--- config.mk ---
export PLATFORM = sky130hd
export DESIGN_NAME = game_ctrl_fsm
export DESIGN_NICKNAME = d
export VERILOG_FILES = /design/src/rtl/tetris_pkg.sv /design/src/rtl/drop_timer.sv /design/src/rtl/game_ctrl_fsm.sv
export SDC_FILE = /design/constraint.sdc
export NUM_CORES = 1
export LEC_CHECK = 0
export CORE_ASPECT_RATIO = 1.5
export CORE_UTILIZATION = 56
export CTS_CLUSTER_DIAMETER = 150
export CTS_CLUSTER_SIZE = 25
export DETAILED_ROUTE_END_ITERATION = 7
export DONT_BUFFER_PORTS = 1
export GPL_ROUTABILITY_DRIVEN = 0
export PLACE_DENSITY = 0.73
export SYNTH_ARGS = -nofsm -noshare
export SYNTH_HDL_FRONTEND = slang
export SYNTH_SLANG_ARGS = --single-unit
--- constraint.sdc ---
create_clock -name clka -period 16.8 [get_ports clka]
set_input_delay 1.68 -clock clka [delete_from_list [all_inputs] [get_ports clka]]
set_output_delay 1.68 -clock clka [all_outputs]
set_load 0.02 [all_outputs]
--- src/rtl/tetris_pkg.sv ---
// Shared definitions for the Tetris game controller: state codes, default
// gravity constants and a row popcount helper.
package tetris_pkg;

    localparam logic [2:0] GEN_CODE      = 3'd0;
    localparam logic [2:0] MOVE_CODE     = 3'd1;
    localparam logic [2:0] LAND_CODE     = 3'd2;
    localparam logic [2:0] CLEAR_CODE    = 3'd3;
    localparam logic [2:0] NEWBOARD_CODE = 3'd4;
    localparam logic [2:0] GAMEOVER_CODE = 3'd5;
    localparam logic [2:0] PAUSE_CODE    = 3'd6;

    typedef enum logic [2:0] {
        ST_GEN      = GEN_CODE,
        ST_MOVE     = MOVE_CODE,
        ST_LAND     = LAND_CODE,
        ST_CLEAR    = CLEAR_CODE,
        ST_NEWBOARD = NEWBOARD_CODE,
        ST_GAMEOVER = GAMEOVER_CODE,
        ST_PAUSE    = PAUSE_CODE
    } state_t;

    localparam logic [23:0] DROP_INIT_DEF = 24'd5_000_000;
    localparam logic [23:0] DROP_STEP_DEF = 24'd400_000;
    localparam logic [23:0] DROP_MIN_DEF  = 24'd500_000;

    // Boards up to MAX_ROWS rows are supported by the popcount helper.
    localparam int MAX_ROWS = 32;
    localparam int POP_W    = 6;

    // Number of set row flags.
    function automatic logic [POP_W-1:0] popcount(input logic [MAX_ROWS-1:0] v);
        logic [POP_W-1:0] n;
        n = '0;
        for (int i = 0; i < MAX_ROWS; i++) begin
            n = n + POP_W'(v[i]);
        end
        return n;
    endfunction

endpackage

--- src/rtl/drop_timer.sv ---
// Gravity timer: counts enabled cycles and emits a tick on the last cycle of
// each period. Holds its count while disabled; clear has priority.
module drop_timer #(
    parameter int TIMER_W = 24
) (
    input  logic               clk,
    input  logic               rst_n,
    input  logic               enable,
    input  logic               clear,
    input  logic [TIMER_W-1:0] period,
    output logic               tick
);

    logic [TIMER_W-1:0] count;
    logic               at_end;

    // ">=" keeps the counter safe if the period ever shrinks below the count.
    assign at_end = (count >= period - TIMER_W'(1));
    assign tick   = enable && at_end;

    // Count enabled cycles, wrapping to zero after the tick.
    always_ff @(posedge clk or negedge rst_n) begin
        if (!rst_n) begin
            count <= '0;
        end else if (clear) begin
            count <= '0;
        end else if (enable) begin
            count <= at_end ? '0 : count + TIMER_W'(1);
        end
    end

endmodule

--- src/rtl/game_ctrl_fsm.sv ---
// Main Tetris game controller: sequences generate/move/land/clear phases,
// handles pause, counts cleared lines and drives level-based gravity speed.
module game_ctrl_fsm
    import tetris_pkg::*;
#(
    parameter int                 ROWS            = 20,
    parameter int                 TIMER_W         = 24,
    parameter logic [TIMER_W-1:0] DROP_INIT       = DROP_INIT_DEF,
    parameter logic [TIMER_W-1:0] DROP_STEP       = DROP_STEP_DEF,
    parameter logic [TIMER_W-1:0] DROP_MIN        = DROP_MIN_DEF,
    parameter int                 LINES_PER_LEVEL = 10,
    parameter int                 LINE_W          = 16,
    parameter int                 LEVEL_W         = 5
) (
    input  logic                clka,
    input  logic                rst_n,
    input  logic                restart,
    input  logic                start,
    input  logic                pause,
    input  logic                gen_done,
    input  logic                spawn_blocked,
    input  logic                touched,
    input  logic                land_done,
    input  logic                land_error,
    input  logic [ROWS-1:0]     full_rows,
    input  logic                clear_done,
    output logic [2:0]          state,
    output logic                start_gen,
    output logic                start_move,
    output logic                start_land,
    output logic                start_clear,
    output logic                drop_tick,
    output logic [ROWS-1:0]     clear_mask,
    output logic [LINE_W-1:0]   lines,
    output logic [LEVEL_W-1:0]  level
);

    localparam int SUB_W  = LINE_W;
    localparam int PROD_W = TIMER_W + LEVEL_W;
    localparam logic [PROD_W-1:0] SPAN = PROD_W'(DROP_INIT - DROP_MIN);

    state_t             state_q;
    state_t             next_state;
    logic [SUB_W-1:0]   sub_cnt;
    logic [POP_W-1:0]   pop;
    logic [LINE_W:0]    lines_sum;
    logic [SUB_W:0]     sub_sum;
    logic [SUB_W-1:0]   sub_sat;
    logic [SUB_W-1:0]   sub_next;
    logic               level_up;
    logic [PROD_W-1:0]  step_total;
    logic [TIMER_W-1:0] period;
    logic               timer_clear;

    assign state = state_q;

    // Line and level bookkeeping for the clear currently in progress.
    assign pop       = popcount(MAX_ROWS'(clear_mask));
    assign lines_sum = {1'b0, lines} + (LINE_W+1)'(pop);
    assign sub_sum   = {1'b0, sub_cnt} + (SUB_W+1)'(pop);
    assign sub_sat   = sub_sum[SUB_W] ? '1 : sub_sum[SUB_W-1:0];
    assign level_up  = (sub_sat >= SUB_W'(LINES_PER_LEVEL));
    assign sub_next  = level_up ? sub_sat - SUB_W'(LINES_PER_LEVEL) : sub_sat;

    // Gravity period, compared in a wide domain so the subtraction never wraps.
    assign step_total = PROD_W'(level) * PROD_W'(DROP_STEP);
    assign period     = (step_total >= SPAN) ? DROP_MIN
                                             : DROP_INIT - step_total[TIMER_W-1:0];

    // Timer runs in MOVE, freezes in PAUSE and is zeroed everywhere else.
    assign timer_clear = restart || ((state_q != ST_MOVE) && (state_q != ST_PAUSE));

    drop_timer #(
        .TIMER_W (TIMER_W)
    ) u_drop_timer (
        .clk    (clka),
        .rst_n  (rst_n),
        .enable (state_q == ST_MOVE),
        .clear  (timer_clear),
        .period (period),
        .tick   (drop_tick)
    );

    // Next-state selection; restart overrides everything.
    always_comb begin
        next_state = state_q;
        if (restart) begin
            next_state = ST_NEWBOARD;
        end else begin
            case (state_q)
                ST_NEWBOARD: if (start) next_state = ST_GEN;
                ST_GEN:      if (gen_done) next_state = spawn_blocked ? ST_GAMEOVER : ST_MOVE;
                ST_MOVE: begin
                    if (touched)    next_state = ST_LAND;
                    else if (pause) next_state = ST_PAUSE;
                end
                ST_PAUSE:    if (!pause) next_state = ST_MOVE;
                ST_LAND: begin
                    if (land_done) begin
                        if (land_error)      next_state = ST_GAMEOVER;
                        else if (|full_rows) next_state = ST_CLEAR;
                        else                 next_state = ST_GEN;
                    end
                end
                ST_CLEAR:    if (clear_done) next_state = ST_GEN;
                ST_GAMEOVER: next_state = ST_GAMEOVER;
                default:     next_state = ST_NEWBOARD;
            endcase
        end
    end

    // State register plus registered phase pulses, mask and counters.
    always_ff @(posedge clka or negedge rst_n) begin
        if (!rst_n) begin
            state_q     <= ST_NEWBOARD;
            start_gen   <= 1'b0;
            start_move  <= 1'b0;
            start_land  <= 1'b0;
            start_clear <= 1'b0;
            clear_mask  <= '0;
            lines       <= '0;
            level       <= '0;
            sub_cnt     <= '0;
        end else begin
            state_q     <= next_state;
            start_gen   <= (next_state == ST_GEN)   && (state_q != ST_GEN);
            start_move  <= (next_state == ST_MOVE);
            start_land  <= (next_state == ST_LAND)  && (state_q != ST_LAND);
            start_clear <= (next_state == ST_CLEAR) && (state_q != ST_CLEAR);
            if (restart || ((state_q == ST_NEWBOARD) && start)) begin
                clear_mask <= '0;
                lines      <= '0;
                level      <= '0;
                sub_cnt    <= '0;
            end else begin
                if ((state_q == ST_LAND) && land_done && !land_error && (|full_rows)) begin
                    clear_mask <= full_rows;
                end
                if ((state_q == ST_CLEAR) && clear_done) begin
                    clear_mask <= '0;
                    lines      <= lines_sum[LINE_W] ? '1 : lines_sum[LINE_W-1:0];
                    sub_cnt    <= sub_next;
                    if (level_up && (level != '1)) begin
                        level <= level + LEVEL_W'(1);
                    end
                end
            end
        end
    end

endmodule

Word level (Yosys, flattened, before mapping). Cells that the tools add are included.

Register bits: 88. Bits in latches: 0. Bits in writable memories: 0. Memory bits (read-only): 0. Output and inout bits: 49. Logic and storage cells: 106. Memories kept: 0.

$add $sub $neg: 26. $mul: 1. Div/mod/pow operators: 0. $lt $le $gt $ge: 3. Equality and inequality tests: 14. Shifts and indexed selects: 0. Multiplexer cells: 29. Bitwise operators: 0. Reductions and logical operators: 23.

Operators with widths (count): $mux 16 (7); $mux 24 (4); $add 6x1->6 (14); $mux 20 (3); $add 16x6->17 (2); $mux 3 (10); $add 24x1->24 const B (1); $ge 24x23->1 const B (1); $ge 24x24->1 (1); $sub 23x24->24 const A (1); $sub 24x1->24 const B (1); $pmux 3 s7 (1); $reduce_or 20->1 (1); $mul 5x12->17 const B (1); $ge 16x4->1 const B (1); $sub 16x4->16 const B (1); $mux 5 (3); $eq 3x2->1 const B (4); $logic_and 1x1->1 (11); $eq 3x3->1 const B (3); $add 5x1->6 (1); $eq 3x1->1 const B (2); $logic_not 3->1 (2); $ne 3x2->1 const B (2); 14 further kinds (18).

Logic depth before layout (Yosys ltp).
Depth after elaboration: 26. Gate-level depth with buffers: 27.

By module. From an unflattened synthesis, not the netlist that was laid out.

Cell total of the unflattened synthesis: 953. Area total of the unflattened synthesis: 8091.5 um2.

Modules (own cells, without submodules): game_ctrl_fsm (instances 1, cells an instance 662, area each 5734.2 um2); drop_timer (instances 1, cells an instance 291, area each 2357.3 um2).

Worst setup path after synthesis. Ideal clock, no wire load.

Kind: reg-to-output. Start: register level[3]. End: output port drop_tick. Data arrival time: 5225 ps. Data required time: 15120 ps. Setup slack: 9895 ps. Cell stages (with the launch flop): 23. Cell sequence: dfrtp_1 > inv_1 > ha_1 > ha_1 > ha_1 > ha_1 > and3_1 > a221oi_1 > a21oi_1 > a21o_1 > a21oi_1 > xor2_1 > nor3b_1 > a22o_1 > clkbuf_1 > nand2_1 > ha_1 > a21o_1 > a21o_1 > a221oi_1 > o21ai_0 > nand2_1 > nor2_1.

Cells in the longest elaborated chain, start to end: 6. Elaborated cells between the ends (all ways): 7. Classes of those cells: add/sub: 2; mul: 1; order compare: 2; mux: 1; reduce/logical: 1.

RTL lines: from (decl) (RTL line game_ctrl_fsm.sv:35) `output logic [LEVEL_W-1:0] level`; from (signal assigned) (RTL line game_ctrl_fsm.sv:144) `level <= level + LEVEL_W'(1);`; $mul 5x12->17 (*) (RTL line game_ctrl_fsm.sv:66) `assign step_total = PROD_W'(level) * PROD_W'(DROP_STEP);`; $sub 23x24->24 / $ge 24x23->1 (equally long branches) (RTL line game_ctrl_fsm.sv:68, game_ctrl_fsm.sv:67); $mux 24 (*) (RTL line game_ctrl_fsm.sv:67) `assign period = (step_total >= SPAN) ? DROP_MIN`; $sub 24x1->24 (*) (RTL line drop_timer.sv:18) `assign at_end = (count >= period - TIMER_W'(1));`; $ge 24x24->1 (*) (RTL line drop_timer.sv:18); $logic_and 1x1->1 (*) (RTL line drop_timer.sv:19) `assign tick = enable && at_end;`; to (decl) (RTL line game_ctrl_fsm.sv:32) `output logic drop_tick,`.

Every way passes the cells marked *; elsewhere a longest branch is shown, timed or not.

Worst setup path in the final report. Same ends and word-level chain as after synthesis.

==> impl_metrics.ini <==
[clock_network]
clockRootBuffer = clkbuf_16
cts_tree = yes
cts_resized = 0
cts_made_buffers = 9
cts.sinks = 88
hold_buffers = 0
post_cts_buffers = 0
clk_path_buf_depth = 2
clk_pin_slew_worst_paths_ps = 70
h-tree-depth = 3
clk_latency_ps = 340

[worst_setup_path]
worstSetupEndpointType = output pin
cp.required_ps = 15120
cp-startpoint = level[3]
arrival_ps = 6220
worstSetupPathType = reg -> out
r2r_start = clear_mask[0]
worstReg2RegEnd = sub_cnt[8]
rrSetupSlack_ps = 9600
start_kind = flop
crit_path_end = drop_tick
cp_max_fo = 16
rr_worst_depth = 19

[hold_path]
holdCritPathClass = reg -> reg

[synthesis]
ys_top_cells_by_area = dfrtp_1, ha_1, fa_1
synthFlopType = dfrtp_1
ys_ff_latch = 88
synth.yosys.seq_area_share = 0.305
ys_warn_count = 0
netlist.top_cell.by_area = dfrtp_1
synth_top_cell_area_share = 0.302
synth-edff-count = 0
synth_most_common_cell = dfrtp_1
synthArstFlopShare = 1.00
synthCells = 824
syn_nets = 941
synth_common_cells = dfrtp_1, nor2_1, ha_1, nand2_1, o21ai_0
synthDistinctLibCells = 66
syn_avg_cell_area_um2 = 8.75
synthesis.area_um2 = 7210

[routing]
drtPass1Iterations = 5
avgViaCountPerCell = 6.55
wl_per_cell_um = 18.2
dr.first_iter.drc_count = 380
via_count = 6349
detail-route-antenna-nets = 0
routed_wl_um = 17600
drcViolationCount = 0

[die]
boundaryPins = 80
core-area_um2 = 12500
dieArea_um2 = 13300
die_h_um = 141
dieWidth_um = 94.7
num_rows = 50
start_util = 0.577

[finish]
n_fill_cell = 1099
area_delta_synth_final_pct = 6.11
antenna_cells = 0
layout-drive-gt1-share = 0.0431
finish.utilization = 0.612
fin_nets = 926

[grt]
grt.total_usage = 0.276
grt_first_pass_wirelength_um = 29300
grt_max_degree = 89
grt_pass1_vias = 6365
antenna_found_initial = 0
grt_overflow = 0

[placement]
dp_hpwl_um = 13200
place_ws_ps = 9310
port_buffers = 0

[timing]
hold_violations = 0
drv_slew = 0
setup_slack_ps = 8900
min_period_over_period = 0.470
setup_viol = 0
max_freq_ghz = 0.127
fin_skew_ps = 7.37
tns_ps = 0
worstMarginPinSlew_ps = 871
max_slew_margin = 0.419
fin_crit_ps = 7900
rsz0062_at_grt = false

[pwr]
peakVddDrop_v = 0.0000431
power.total_uw = 477
power_density_nw_per_um2 = 62.3
p_leak_uw = 0.00365

[outcome]
status = finished, final reports clean

[job]
drv_cap = 0
-- cells in the final DEF, fill, tap and decap left out, types with 3 or more instances in the layout --
master     instances
or3_1              7
a211oi_1          11
xor2_1            28
nand2_1           63
nand2b_1           8
clkbuf_16          9
fa_1              17
nor3b_1            3
a221oi_1           3
nor2b_1            5
nor2_1            70
o21a_1             9
a31oi_1           28
and3_1            17
a22o_1            23
a211o_1            5
a21oi_1           49
nor3_1            22
a41oi_1            5
a21o_1            17
buf_4              4
inv_1             46
xnor2_1           26
nand4_1           14
o211ai_1           6
o21ai_0           51
ha_1              69
and2_1            11
bufinv_16          3
mux2i_1            4
nor4_1             8
dfrtp_1           87
and4_1             6
o21bai_1           4
nand3_1           32
-- worst max-delay path, cell delays in order, from the launching register on --
cell      delay [ps]
dfrtp_1          580
inv_1            150
ha_1             330
ha_1             330
ha_1             300
ha_1             350
and3_1           200
a221oi_1         410
a21oi_1          200
a21o_1           210
a21oi_1          190
xor2_1           270
nor3b_1          290
a22o_1           420
nand2_1          100
ha_1             300
a21o_1           180
a21o_1           170
a221oi_1         380
o21ai_0          190
nand2_1          180
nor2_1           140
-- logic make-up after synthesis --
family | Yosys count | share of synthesized area
other | 1 | 0.000520
buffers and inverters | 76 | 0.0423
flip-flops | 88 | 0.305
AND/OR/NAND/NOR | 280 | 0.195
AO/OA/AOI/OAI | 234 | 0.217
adder cells (fa/ha/maj) | 86 | 0.167
XOR/XNOR | 54 | 0.0656
multiplexers | 5 | 0.00711
-- metrics by stage --
| stage | cell area (um2) | cells | hold WS [ps] |
|---|---|---|---|
| global route | 7650 | 969 | 525 |
| detailed placement | 7310 | 954 | 504 |
| CTS | 7650 | 969 | 521 |
| global placement | 7310 | 954 | 500 |
| finish | 7650 | 969 | 520 |
| floorplan | 7210 | 824 | 466 |
-- registers in the layout, indices dropped and copies added, names as in the netlist --
register / cells
clear_mask: 20
level: 5
lines: 16
start_clear: 1
start_gen: 1
start_land: 1
start_move: 1
state: 3
sub_cnt: 16
u_drop_timer.count: 24
-- layout make-up --
class | instances | area, um2 | area share
well taps | 156 | 195 | 0.0255
flip-flops and latches | 88 | 2200 | 0.288
multi-input cells | 660 | 4710 | 0.615
clock inverters | 6 | 116 | 0.0152
clock buffers | 9 | 225 | 0.0294
inverters | 46 | 173 | 0.0226
repair buffers | 4 | 30.0 | 0.00392
-- worst min-delay path by stage --
stage                     from          to  slack, ps  cells after the start
floorplan           sub_cnt[3]  sub_cnt[3]        470                      1
global placement    sub_cnt[3]  sub_cnt[3]        500                      1
detailed placement  sub_cnt[3]  sub_cnt[3]        500                      1
CTS                 sub_cnt[3]  sub_cnt[3]        520                      1
global route        sub_cnt[3]  sub_cnt[3]        530                      1
finish              sub_cnt[3]  sub_cnt[3]        520                      1
-- power breakdown --
group          switching [uW]  internal (uW)
clock                    88.6            146
combinational            14.9           6.89
sequential               7.04            214
total                     110            367
-- per-layer routing --
layer,up-vias,routed length [um],track usage
li1,2985,-,-
met1,3145,6680,0.299
met2,170,9670,0.509
met3,49,733,0.0458
met4,0,515,0.125
met5,-,0,0
(Power assumes the default switching activity.)
